==> src/rtl/dsp_opt_mode_default__mac_pipe_if.sv <==
// Operand/result bundle for the default-mode DSP multiply-accumulate pipe.
// Handshake: valid-only, no ready; a sample is taken on every clk edge with in_valid=1, and out_valid marks the single cycle a new result is presented.
interface dsp_opt_mode_default__mac_pipe_if #(
   parameter int A_WIDTH   = 9,
   parameter int B_WIDTH   = 9,
   parameter int ACC_WIDTH = 24
);
   logic                 in_valid;
   logic [A_WIDTH-1:0]   a;
   logic [B_WIDTH-1:0]   b;
   logic                 is_signed;
   logic                 acc_clr;
   logic                 acc_en;
   logic                 out_valid;
   logic [ACC_WIDTH-1:0] result;
   logic                 overflow;

   modport master (
      output in_valid, a, b, is_signed, acc_clr, acc_en,
      input  out_valid, result, overflow
   );

   modport slave (
      input  in_valid, a, b, is_signed, acc_clr, acc_en,
      output out_valid, result, overflow
   );
endinterface

==> src/rtl/dsp_opt_mode_default__mac_pipe.sv <==
// Three-stage registered multiply-accumulate: operand capture, product, accumulate.
// All extension and padding bits come from the tile's const0 tie-off rather than literal zeros.
module dsp_opt_mode_default__mac_pipe #(
   parameter int A_WIDTH   = 9,
   parameter int B_WIDTH   = 9,
   parameter int ACC_WIDTH = 24
) (
   input  logic clk,
   input  logic reset_n,
   input  logic const0,
   dsp_opt_mode_default__mac_pipe_if.slave bus
);
   localparam int P_WIDTH = A_WIDTH + B_WIDTH;

   // S1: operand capture
   logic               v1;
   logic [A_WIDTH-1:0] a1;
   logic [B_WIDTH-1:0] b1;
   logic               sgn1, clr1, en1;

   // S2: product
   logic               v2;
   logic [P_WIDTH-1:0] prod2;
   logic               sgn2, clr2, en2;
   logic               ext_a, ext_b;
   logic [P_WIDTH-1:0] a_ext, b_ext, prod_full;

   // S3: accumulate
   logic                 out_valid_q;
   logic [ACC_WIDTH-1:0] result_q;
   logic                 overflow_q;
   logic                 ext_p;
   logic [ACC_WIDTH-1:0] prod_ext;
   logic [ACC_WIDTH:0]   sum_full;
   logic                 ovf;

   always_ff @(posedge clk or negedge reset_n) begin
      if (!reset_n) begin
         v1   <= 1'b0;
         a1   <= '0;
         b1   <= '0;
         sgn1 <= 1'b0;
         clr1 <= 1'b0;
         en1  <= 1'b0;
      end else begin
         v1 <= bus.in_valid;
         if (bus.in_valid) begin
            a1   <= bus.a;
            b1   <= bus.b;
            sgn1 <= bus.is_signed;
            clr1 <= bus.acc_clr;
            en1  <= bus.acc_en;
         end
      end
   end

   // Fill with the extension bit, then overlay the operand; works for any width split.
   always_comb begin
      ext_a = sgn1 ? a1[A_WIDTH-1] : const0;
      ext_b = sgn1 ? b1[B_WIDTH-1] : const0;
      a_ext = {P_WIDTH{ext_a}};
      a_ext[A_WIDTH-1:0] = a1;
      b_ext = {P_WIDTH{ext_b}};
      b_ext[B_WIDTH-1:0] = b1;
      prod_full = a_ext * b_ext;
   end

   always_ff @(posedge clk or negedge reset_n) begin
      if (!reset_n) begin
         v2    <= 1'b0;
         prod2 <= '0;
         sgn2  <= 1'b0;
         clr2  <= 1'b0;
         en2   <= 1'b0;
      end else begin
         v2 <= v1;
         if (v1) begin
            prod2 <= prod_full;
            sgn2  <= sgn1;
            clr2  <= clr1;
            en2   <= en1;
         end
      end
   end

   // Signed overflow: like-signed addends whose sum flips sign; unsigned: carry out.
   always_comb begin
      ext_p    = sgn2 ? prod2[P_WIDTH-1] : const0;
      prod_ext = {ACC_WIDTH{ext_p}};
      prod_ext[P_WIDTH-1:0] = prod2;
      sum_full = {const0, result_q} + {const0, prod_ext};
      if (sgn2)
         ovf = (result_q[ACC_WIDTH-1] == prod_ext[ACC_WIDTH-1]) &&
               (sum_full[ACC_WIDTH-1] != result_q[ACC_WIDTH-1]);
      else
         ovf = sum_full[ACC_WIDTH];
   end

   always_ff @(posedge clk or negedge reset_n) begin
      if (!reset_n) begin
         out_valid_q <= 1'b0;
         result_q    <= '0;
         overflow_q  <= 1'b0;
      end else begin
         out_valid_q <= v2;
         if (v2) begin
            if (!en2) begin
               result_q <= prod_ext;
            end else if (clr2) begin
               result_q   <= prod_ext;
               overflow_q <= 1'b0;
            end else begin
               result_q   <= sum_full[ACC_WIDTH-1:0];
               overflow_q <= overflow_q | ovf;
            end
         end
      end
   end

   assign bus.out_valid = out_valid_q;
   assign bus.result    = result_q;
   assign bus.overflow  = overflow_q;

   // A non-zero tie-off corrupts every extension bit.
   const0_is_zero: assert property (@(posedge clk) disable iff (!reset_n) const0 == 1'b0);

endmodule

==> src/flat_wrapper.sv <==
// flat-port wrapper written by rule: the top's interface ports become plain ports
module dsp_opt_mode_default__mac_pipe_flat 
#(
   parameter int A_WIDTH   = 9,
   parameter int B_WIDTH   = 9,
   parameter int ACC_WIDTH = 24
)
  (clk, reset_n, const0, bus_in_valid, bus_a, bus_b, bus_is_signed, bus_acc_clr, bus_acc_en, bus_out_valid, bus_result, bus_overflow);
  dsp_opt_mode_default__mac_pipe_if #(.A_WIDTH(A_WIDTH), .B_WIDTH(B_WIDTH), .ACC_WIDTH(ACC_WIDTH)) bus_i ();
  input  logic clk;
  input  logic reset_n;
  input  logic const0;
  input wire logic [$bits(bus_i.in_valid)-1:0] bus_in_valid;
  input wire logic [$bits(bus_i.a)-1:0] bus_a;
  input wire logic [$bits(bus_i.b)-1:0] bus_b;
  input wire logic [$bits(bus_i.is_signed)-1:0] bus_is_signed;
  input wire logic [$bits(bus_i.acc_clr)-1:0] bus_acc_clr;
  input wire logic [$bits(bus_i.acc_en)-1:0] bus_acc_en;
  output wire logic [$bits(bus_i.out_valid)-1:0] bus_out_valid;
  output wire logic [$bits(bus_i.result)-1:0] bus_result;
  output wire logic [$bits(bus_i.overflow)-1:0] bus_overflow;
  assign bus_i.in_valid = bus_in_valid;
  assign bus_i.a = bus_a;
  assign bus_i.b = bus_b;
  assign bus_i.is_signed = bus_is_signed;
  assign bus_i.acc_clr = bus_acc_clr;
  assign bus_i.acc_en = bus_acc_en;
  assign bus_out_valid = bus_i.out_valid;
  assign bus_result = bus_i.result;
  assign bus_overflow = bus_i.overflow;
  dsp_opt_mode_default__mac_pipe #(.A_WIDTH(A_WIDTH), .B_WIDTH(B_WIDTH), .ACC_WIDTH(ACC_WIDTH)) u_core (.clk(clk), .reset_n(reset_n), .const0(const0), .bus(bus_i));
endmodule
==> config.mk <==
export PLATFORM = sky130hd
export DESIGN_NAME = dsp_opt_mode_default__mac_pipe_flat
export DESIGN_NICKNAME = d
export VERILOG_FILES = /design/src/rtl/dsp_opt_mode_default__mac_pipe_if.sv /design/src/rtl/dsp_opt_mode_default__mac_pipe.sv /design/src/flat_wrapper.sv
export SDC_FILE = /design/constraint.sdc
export NUM_CORES = 1
export LEC_CHECK = 0
export ABC_AREA = 1
export CORE_MARGIN = 2
export CORE_UTILIZATION = 51
export CTS_CLUSTER_SIZE = 25
export DETAILED_ROUTE_END_ITERATION = 8
export DONT_BUFFER_PORTS = 1
export PLACE_DENSITY_LB_ADDON = 0.05
export SYNTH_ARGS = -nofsm -noshare
export SYNTH_HDL_FRONTEND = slang
export SYNTH_SLANG_ARGS = --single-unit
==> constraint.sdc <==
create_clock -name clk -period 6.3 [get_ports clk]
set_clock_uncertainty 0.2 [all_clocks]
set_input_delay 0 -clock clk [delete_from_list [all_inputs] [get_ports clk]]
set_output_delay 0 -clock clk [all_outputs]
set_load 0.01 [all_outputs]
== After elaboration in Yosys (flattened, before gate mapping) ==
Cells that the tools add are included.
Cells by class
  add/sub/neg operators: 1
  multiply operators: 1
  muxes and demuxes: 7
  reductions and logical operators: 2
  equality and inequality tests: 2
  bitwise gates (word level): 1
Operator list (count)
  $mux W24: 2
  $add A25 B25 Y25: 1
  $mul A10 B10 Y18: 1
  $mux W1: 5
  $reduce_and A2 Y1: 1
  $eq A1 B1 Y1: 1
  $logic_and A1 B1 Y1: 1
  $ne A1 B1 Y1: 1
  $or A1 B1 Y1: 1
Word-level totals
  output and inout port bits: 26
  input bits: 25
  register bits after elaboration: 70
  word-level logic and storage cells: 28

== Longest topological paths before layout ==
Gate-level depths: netlist (run 1).
  depth after elaboration: 7
  depth in mapped cells: 24
  mapped depth without buffers: 24

== Worst setup path after synthesis (run 1) ==
No wires, ideal clock.
  kind: reg2reg
  start: register u_core.sgn1
  end: register u_core.prod2[14]
  buffers on the path: 0
  required time: 5967 ps
  path slack: 1226 ps
  clock period less this slack: 5074 ps
  cell stages (with the launch flop): 22
  setup time: 133 ps
  data arrival time: 4740 ps
  path through: dfrtp_1 > inv_1 > nand2_2 > nand2_4 > inv_1 > nor2_1 > inv_1 > fa_1 > fa_1 > inv_1 > fa_1 > inv_1 > fa_1 > fa_1 > inv_1 > ha_1 > a21oi_1 > o21a_1 > nand3_1 > or2_2 > nand3_1 > o21ai_0
Between the ends
  longest elaborated chain between the ends: 2
  elaborated cells between the ends (all ways): 3
  classes of those cells: 1 x mul; 2 x mux
Ends and longest elaborated chain
  from (decl): line dsp_opt_mode_default__mac_pipe.sv:19  | logic sgn1, clr1, en1;
  from (signal assigned): line dsp_opt_mode_default__mac_pipe.sv:50  | sgn1 <= bus.is_signed;
  $mux W1 (on tied branches): line dsp_opt_mode_default__mac_pipe.sv:59, dsp_opt_mode_default__mac_pipe.sv:60
  $mul A10 B10 Y18 (*): line dsp_opt_mode_default__mac_pipe.sv:65  | prod_full = a_ext * b_ext;
  to (signal assigned): line dsp_opt_mode_default__mac_pipe.sv:78  | prod2 <= prod_full;
  to (decl): line dsp_opt_mode_default__mac_pipe.sv:23  | logic [P_WIDTH-1:0] prod2;
Every way passes the cells marked *; elsewhere a longest branch is shown, timed or not.
A chain may end at the register's enable or synchronous reset.

== Final worst setup path (run 1) ==
  start: register u_core.a1[8]
  end: register u_core.prod2[14]
Between the ends
  longest elaborated chain between the ends: 2
Ends and longest elaborated chain
  from (decl): line dsp_opt_mode_default__mac_pipe.sv:17  | logic [A_WIDTH-1:0] a1;
  from (signal assigned): line dsp_opt_mode_default__mac_pipe.sv:48  | a1 <= bus.a;
  $mux W1: line dsp_opt_mode_default__mac_pipe.sv:59  | ext_a = sgn1 ? a1[A_WIDTH-1] : const0;
  $mul A10 B10 Y18 (*): line dsp_opt_mode_default__mac_pipe.sv:65
Marks and branches as above.

==> results of run 1 <==
## stage by stage
step | util, % | setup slack, ns
after floorplan | - | 1.23
after global placement | 52.5 | 0.968
after detailed placement | 52.5 | 0.890
after CTS | 56.2 | 0.871
after global routing | 56.2 | 0.507
final | 56.2 | 0.854
## cells in the final DEF (no fill, tap or decap), types with 3 or more instances in the layout
cell type / count
xnor2_1: 11
xor2_1: 10
nand2_2: 12
fa_1: 83
nand2_1: 292
a21oi_1: 43
a21o_1: 3
o21bai_1: 6
nor3_1: 5
inv_1: 222
nor2_1: 52
ha_1: 69
dlygate4sd3_1: 25
mux2_2: 10
nand3_1: 42
o21ai_0: 60
o21ai_1: 8
nand4_1: 7
o22ai_1: 3
clkbuf_16: 9
dfrtp_1: 70
## sequential cells by signal, summed over array words and instances, names as in the netlist
signal,count
u_core.en2,1
u_core.bus.overflow,1
u_core.v1,1
u_core.sgn1,1
u_core.clr1,1
u_core.sgn2,1
u_core.b1,9
u_core.bus.out_valid,1
u_core.v2,1
u_core.clr2,1
u_core.a1,9
u_core.bus.result,24
u_core.prod2,18
u_core.en1,1
## Yosys cell counts, types with 2 or more instances
master / instances / area share (%)
o31ai_1: 2 / 0.19
fa_1: 83 / 21
nand2_1: 292 / 14
ha_1: 69 / 11
xnor2_1: 11 / 1.2
buf_2: 4 / 0.25
a21oi_1: 43 / 2.7
buf_4: 2 / 0.19
o22a_1: 2 / 0.22
a31oi_1: 2 / 0.15
nor2_1: 52 / 2.4
a21o_1: 3 / 0.28
o21ai_1: 8 / 0.49
mux2_2: 10 / 1.4
o22ai_1: 3 / 0.23
o21ai_2: 2 / 0.22
dfrtp_1: 70 / 22
o21ai_0: 60 / 3.7
clkbuf_1: 27 / 1.3
nand4_1: 7 / 0.54
nand2b_1: 2 / 0.15
xor2_1: 10 / 1.1
o21bai_1: 6 / 0.56
inv_2: 2 / 0.093
nand2_4: 2 / 0.28
nand3b_1: 2 / 0.19
o21a_1: 2 / 0.19
nand3_2: 2 / 0.25
nand3_1: 42 / 2.6
inv_1: 222 / 10
nand2_2: 12 / 0.93
nor3_1: 5 / 0.31
## worst min-delay path: stages
cell and delay [ns]:
dlygate4sd3_1 0.52, nand2_1 0.05, o21ai_0 0.06
## report_power, final
group | internal, µW | leakage [µW] | switching (µW)
combinational | 1430 | 0.00387 | 2180
clock | 316 | 0.000141 | 214
sequential | 592 | 0.000848 | 188
## layer usage
layer | vias up | global-route usage, % | wire length [µm] | part of all wire (%)
met5 | - | 0 | 0 | 0
met4 | 0 | 8.48 | 437 | 2.3
met3 | 28 | 3.12 | 638 | 3.3
met2 | 135 | 42.4 | 9210 | 48
met1 | 3050 | 31.2 | 8790 | 46
li1 | 3314 | - | - | -
## final cells by class
type,instances,area [µm²],share of cell area (%)
well taps,216,270,3.06
clock inverters,5,58.8,0.666
repair buffers,28,293,3.32
multi-input cells,745,5370,60.8
clock buffers,10,239,2.71
inverters,225,845,9.57
flip-flops and latches,70,1750,19.9
## cells by family after synthesis
logic type | synth area share [%]
AO/OA/AOI/OAI | 9.44
XOR/XNOR | 2.61
adder cells (fa/ha/maj) | 31.2
buffers and inverters | 12.1
flip-flops | 21.6
multiplexers | 1.39
AND/OR/NAND/NOR | 21.6
## path summary, 6_finish.rpt
| check | start | endpoint | slack (ns) | cells past startpoint |
|---|---|---|---|---|
| max | u_core.a1[8] | u_core.prod2[14] | 0.85 | 20 |
| min | bus_a[2] | u_core.a1[2] | 0.12 | 3 |
| max reg2reg | u_core.a1[8] | u_core.prod2[14] | 0.85 | 20 |
| min reg2reg | u_core.clr1 | u_core.clr2 | 0.27 | 2 |
| max in group asynchronous | reset_n | u_core.prod2[1] | 4.32 | 4 |
| min in group asynchronous | reset_n | u_core.bus.result[8] | 0.52 | 3 |
==> out/results.txt, run 1 <==
Data arrival, critical path - 5.47 ns
Placeable Area - 15700 µm²
Element type at the critical path end - register
Run status - finished, final reports clean
Num CTS Buffers - 9
Total wire length after detailed routing - 19100 µm
Setup CP Type - register to register
Dpl cells - 1258
Cell chain of the critical path - nand2_1 > nand2_4 > inv_1 > nor2_1 > inv_1 > fa_1 > fa_1 > inv_1 > fa_1 > inv_1 > fa_1 > fa_1 > inv_1 > ha_1 > a21oi_1 > o21a_1 > nand3_1 > or2_2 > nand3_1 > o21ai_0
Placement Rows - 46
Global route overflow - 0
Number of DRC violations after detailed routing - 0
Family with the most delay on the worst path - adder cells
Max VDD drop - 220 µV
Number of pins exceeding their max-slew limit in the final report - 0
Global Route Usage Sum - 24.3%
Clock tree from TritonCTS - built
Avg WL per Cell - 14.7 µm
Number of antenna violations at the first check in global routing - 0
Net count of the mapped netlist - 1250
Count of endpoints failing hold in the final timing report - 0
Via count - 6527
Buffer type at the clock tree root - clkbuf_16
Synth-to-layout area growth - 8.94%
Port bufs - 0
Combined buffer and inverter count along the critical path - 5
PwrDens - 558 nW/µm²
Starting utilization of the core area - 51.5%
Crit path max-delay cell type - fa_1
Detailed Place HPWL - 15100 µm
Minimum period implied by the final worst setup slack - 5.45 ns
Post-synthesis sequential element count - 70
Sum of negative setup slack - 0 ns
Clock input transition at the sequential cells of the worst setup and hold paths - 0.06 ns
Tot Pwr - 4920 µW
Remaining antenna violation count after routing - 0
Setup Buffers After CTS - 0
Placer congestion estimate - 0.917
WP data required - 6.32 ns
Layout Cell Area excl Fill - 8820 µm²
Number of nets at the end of the flow - 1256
Pleak - 0.00486 µW
Hold WS - 0.121 ns
Top-level port count - 51
Number of unique standard cell types used by synthesis - 44
Die W - 130 µm
# setup viols final - 0
Proportion of layout cells with a drive suffix above 1 - 4.99%
Total clock sinks - 70
Placement-stage cell area - 8250 µm²
Post-CTS resize count - 0
Largest net degree at the start of global routing - 65
Seq/Total Area, Yosys - 21.6%
Highest clock frequency the design can meet - 0.184 GHz
Hold_buf cts - 26
Syn. warnings - 0
RSZ-0062 raised after global routing - false
Via count of the first global-routing pass - 6620
First-pass GRT wire length - 32000 µm
Type of the worst min-delay path - input port to register
Number of enable-type register cells in the synthesized netlist - 0
Startpoint class of the critical path - register
Synth Flop Type - dfrtp_1
Largest fanout on the critical path - 11
Synthesized instance count - 1073
Die height - 130 µm
Maximum cell stage delay along the critical path - 0.54 ns
Mapped Avg Cell Area - 7.55 µm²
Non-filler instance count after layout - 1299
Vias per inst - 5.02
Buffers from clock root to sink, at most - 2
First drt pass iteration count - 6
Transition at the pin with the smallest max-transition slack - 1.12 ns
Share of flip-flops with an asynchronous set or reset - 100%
Worst-case headroom to the max-slew limit - 25.2%
Die outline area - 16900 µm²
Deepest level of the CTS H-tree - 3
Mapped cell area - 8100 µm²
Fillers - 1526
Post-route clock period utilization - 86.4%
Antenna Cells - 0
Total of max-cap violations - 0
1st-iter DRT viols - 287
Clk Latency, worst-skew pair - 0.35 ns
No activity file was read; power rests on OpenSTA's default activity.
==> inputs of run 2 (changes only) <==
--- a/config.mk
+++ b/config.mk
@@ -7,7 +7,7 @@
 export LEC_CHECK = 0
 export ABC_AREA = 1
 export CORE_MARGIN = 2
-export CORE_UTILIZATION = 51
+export CORE_UTILIZATION = 66
 export CTS_CLUSTER_SIZE = 25
 export DETAILED_ROUTE_END_ITERATION = 8
 export DONT_BUFFER_PORTS = 1
==> run 2 against run 1 <==
  * First-iteration DRC count up 30%
  * Via count up 2.8%
  * Utilization up 17 points
  * Sequential power about the same
  * Non-clock buffer count unchanged
  * Largest power group unchanged
  * Cell count down 5.2%
  * Combinational power about the same
  * Flip-flop and latch count unchanged
  * Hold slack worse by 0.020 ns
  * Largest cell class unchanged
  * Critical path depth unchanged
  * Global-route usage up 6.7 points
  * Die area down 22%
==> out/results.txt, run 2 (synthesis results as in run 1) <==
Run status - finished, final reports clean
Die outline area - 13200 µm² (-22%)
Detailed Place HPWL - 14400 µm (-4.5%)
Worst-case headroom to the max-slew limit - 27.4% (+2.2 points)
Cell chain of the critical path - nand2_1 > nand2_4 > inv_1 > nor2_1 > inv_1 > fa_1 > fa_1 > inv_1 > fa_1 > inv_1 > fa_1 > fa_1 > inv_1 > ha_1 > a21oi_1 > o21a_1 > nand3_1 > or2_2 > nand3_1 > o21ai_0
Starting utilization of the core area - 67.4% (+16 points)
Comb power frac - 73.4% (about the same)
Internal power consumption - 2330 µW (-0.35%)
Placer congestion estimate - 0.921 (+0.41%)
First-pass GRT wire length - 31900 µm (-0.47%)
Element type at the critical path end - register
Pleak - 0.00486 µW (+0.12%)
Most frequent cells in the layout - 292 x nand2_1, 222 x inv_1, 83 x fa_1
Proportion of layout cells with a drive suffix above 1 - 4.98% (about the same)
Die W - 115 µm (-12%)
Pre-CTS WS - 0.866 ns (-0.0244 ns)
Remaining antenna violation count after routing - 0 (unchanged)
Net Switching - 2590 µW (+0.45%)
Area taken by flip-flops and latches - 1750 µm² (unchanged)
Total clock sinks - 70 (unchanged)
Buffer type at the clock tree root - clkbuf_16
Die height - 115 µm (-12%)
Maximum cell stage delay along the critical path - 0.54 ns (about the same)
First drt pass iteration count - 5 (-1)
Net switching fraction of the power - 52.7% (+0.20 points)
Deepest level of the CTS H-tree - 3 (unchanged)
Total stage count of the critical path - 20 (unchanged)
Antenna Cells - 0 (unchanged)
Largest fanout on the critical path - 11 (unchanged)
Total of max-cap violations - 0 (unchanged)
Startpoint class of the critical path - register
Largest net degree at the start of global routing - 62 (-4.6%)
Family with the most delay on the worst path - adder cells
Avg WL per Cell - 15.1 µm (+3.1%)
Sum of negative setup slack - 0 ns (unchanged)
1st-iter DRT viols - 374 (+30%)
RSZ-0062 raised after global routing - false
Placement Rows - 40 (-13%)
Crit path max-delay cell type - fa_1
Highest clock frequency the design can meet - 0.184 GHz (about the same)
Global Route Usage Sum - 31.0% (+6.7 points)
WP data required - 6.33 ns (about the same)
Via count - 6712 (+2.8%)
Via count of the first global-routing pass - 6752 (+2.0%)
Placeable Area - 12000 µm² (-24%)
Most frequent standard cell in the layout excluding fill and tap cells - nand2_1
Number of pins exceeding their max-slew limit in the final report - 0 (unchanged)
Synth-to-layout area growth - 7.89%
Number of cells on the worst hold path - 3 (unchanged)
PwrDens - 564 nW/µm² (+1.0%)
Post-route clock period utilization - 86.5% (about the same)
Clock input transition at the sequential cells of the worst setup and hold paths - 0.06 ns (about the same)
Setup Buffers After CTS - 0 (unchanged)
Setup CP Type - register to register
Number of antenna violations at the first check in global routing - 0 (unchanged)
Number of nets at the end of the flow - 1256 (unchanged)
# setup viols final - 0 (unchanged)
Data arrival, critical path - 5.48 ns (about the same)
Final critical-path setup slack - 0.851 ns (-0.00339 ns)
Type of the worst min-delay path - input port to register
Transition at the pin with the smallest max-transition slack - 1.09 ns (-0.0328 ns)
Number of DRC violations after detailed routing - 0 (unchanged)
Fillers - 966 (-37%)
Total wire length after detailed routing - 18600 µm (-2.3%)
Clk Latency, worst-skew pair - 0.35 ns (about the same)
Buffers from clock root to sink, at most - 2 (unchanged)
Number of cells traversed by the worst register-to-register path - 20 (unchanged)
Vias per inst - 5.45 (+8.5%)
Combined buffer and inverter count along the critical path - 5 (unchanged)
Sequential cell fraction of total power - 15.8% (about the same)
Max VDD drop - 275 µV (+25%)
Port bufs - 0 (unchanged)
Max reg flops - 24 (unchanged)
Relative contribution of the clock network to total power - 10.7% (about the same)
Count of endpoints failing hold in the final timing report - 0 (unchanged)
Top-level port count - 51 (unchanged)
Clock tree from TritonCTS - built
Global route overflow - 0 (unchanged)
Num CTS Buffers - 9 (unchanged)
Area of combinational cells with multiple inputs - 5370 µm² (unchanged)
Minimum period implied by the final worst setup slack - 5.45 ns (+0.00339 ns)
run 2: changes by cell type in the layout (fill, tap and decap cells not counted):
cell and delta:
clkinvlp_4 -2, clkbuf_8 -1, clkbuf_1 +1, clkinv_4 +3
run 2: cell type report:
type                            instances  share of cell area (%)
Multi-Input combinational cell        745                    61.4
Sequential cell                        70                    20.0
Inverter                              225                    9.66
Timing Repair Buffer                   28                    3.35
Clock buffer                           10                    2.62
Tap cell                              147                    2.10
Clock inverter                          6                   0.802
run 2: what timing repair did:
item                                   4_1_cts  5_1_grt
endpoints found under the hold margin       92        0
hold buffers                                26        0
resized for setup                            0        0
run 2: worst register-to-register path: cells and delay by family, from the launching register on:
family | cells | cell delay, ns
buffers and inverters | 5 | 0.32
AO/OA/AOI/OAI | 3 | 0.45
flip-flops | 1 | 0.51
adder cells (fa/ha/maj) | 6 | 2.89
AND/OR/NAND/NOR | 6 | 0.94
run 2: power by group through the flow:
stage               Clock (µW)  Sequential [µW]  Combinational [µW]
floorplan                    0              709                2940
finish                     529              780                3620
global placement             0              781                3490
detailed placement           0              786                3580
CTS                        533              777                3620
global route               554              800                4220
run 2: path summary, 6_finish.rpt:
kind	startpoint	slack, ns	end
max	u_core.a1[8]	0.85	u_core.prod2[14]
min in group asynchronous	reset_n	0.51	u_core.bus.result[6]
max reg2reg	u_core.a1[8]	0.85	u_core.prod2[14]
min	bus_a[7]	0.10	u_core.a1[7]
max in group asynchronous	reset_n	4.20	u_core.clr1
min reg2reg	u_core.en1	0.29	u_core.en2
run 2: metal layers:
| layer | share of wire [%] | wire length [µm] | global-route usage (%) |
|---|---|---|---|
| met1 | 43 | 8040 | 39.7 |
| met2 | 48 | 9020 | 53.0 |
| met3 | 5.2 | 964 | 4.27 |
| met4 | 3.3 | 614 | 13.8 |
| met5 | 0 | 0 | 0 |
run 2: metrics by stage:
step	hold WS (ns)	utilization (%)	instances	total power, µW	instance area [µm²]
3_5_place_dp	-0.495	67.9	1189	4360	8160
5_1_grt	0.129	72.8	1231	5570	8740
6_report	0.101	72.8	1231	4930	8740
2_1_floorplan	-0.496	-	1073	3650	8100
4_1_cts	0.100	72.8	1231	4930	8740
3_3_place_gp	-0.495	67.9	1189	4270	8160
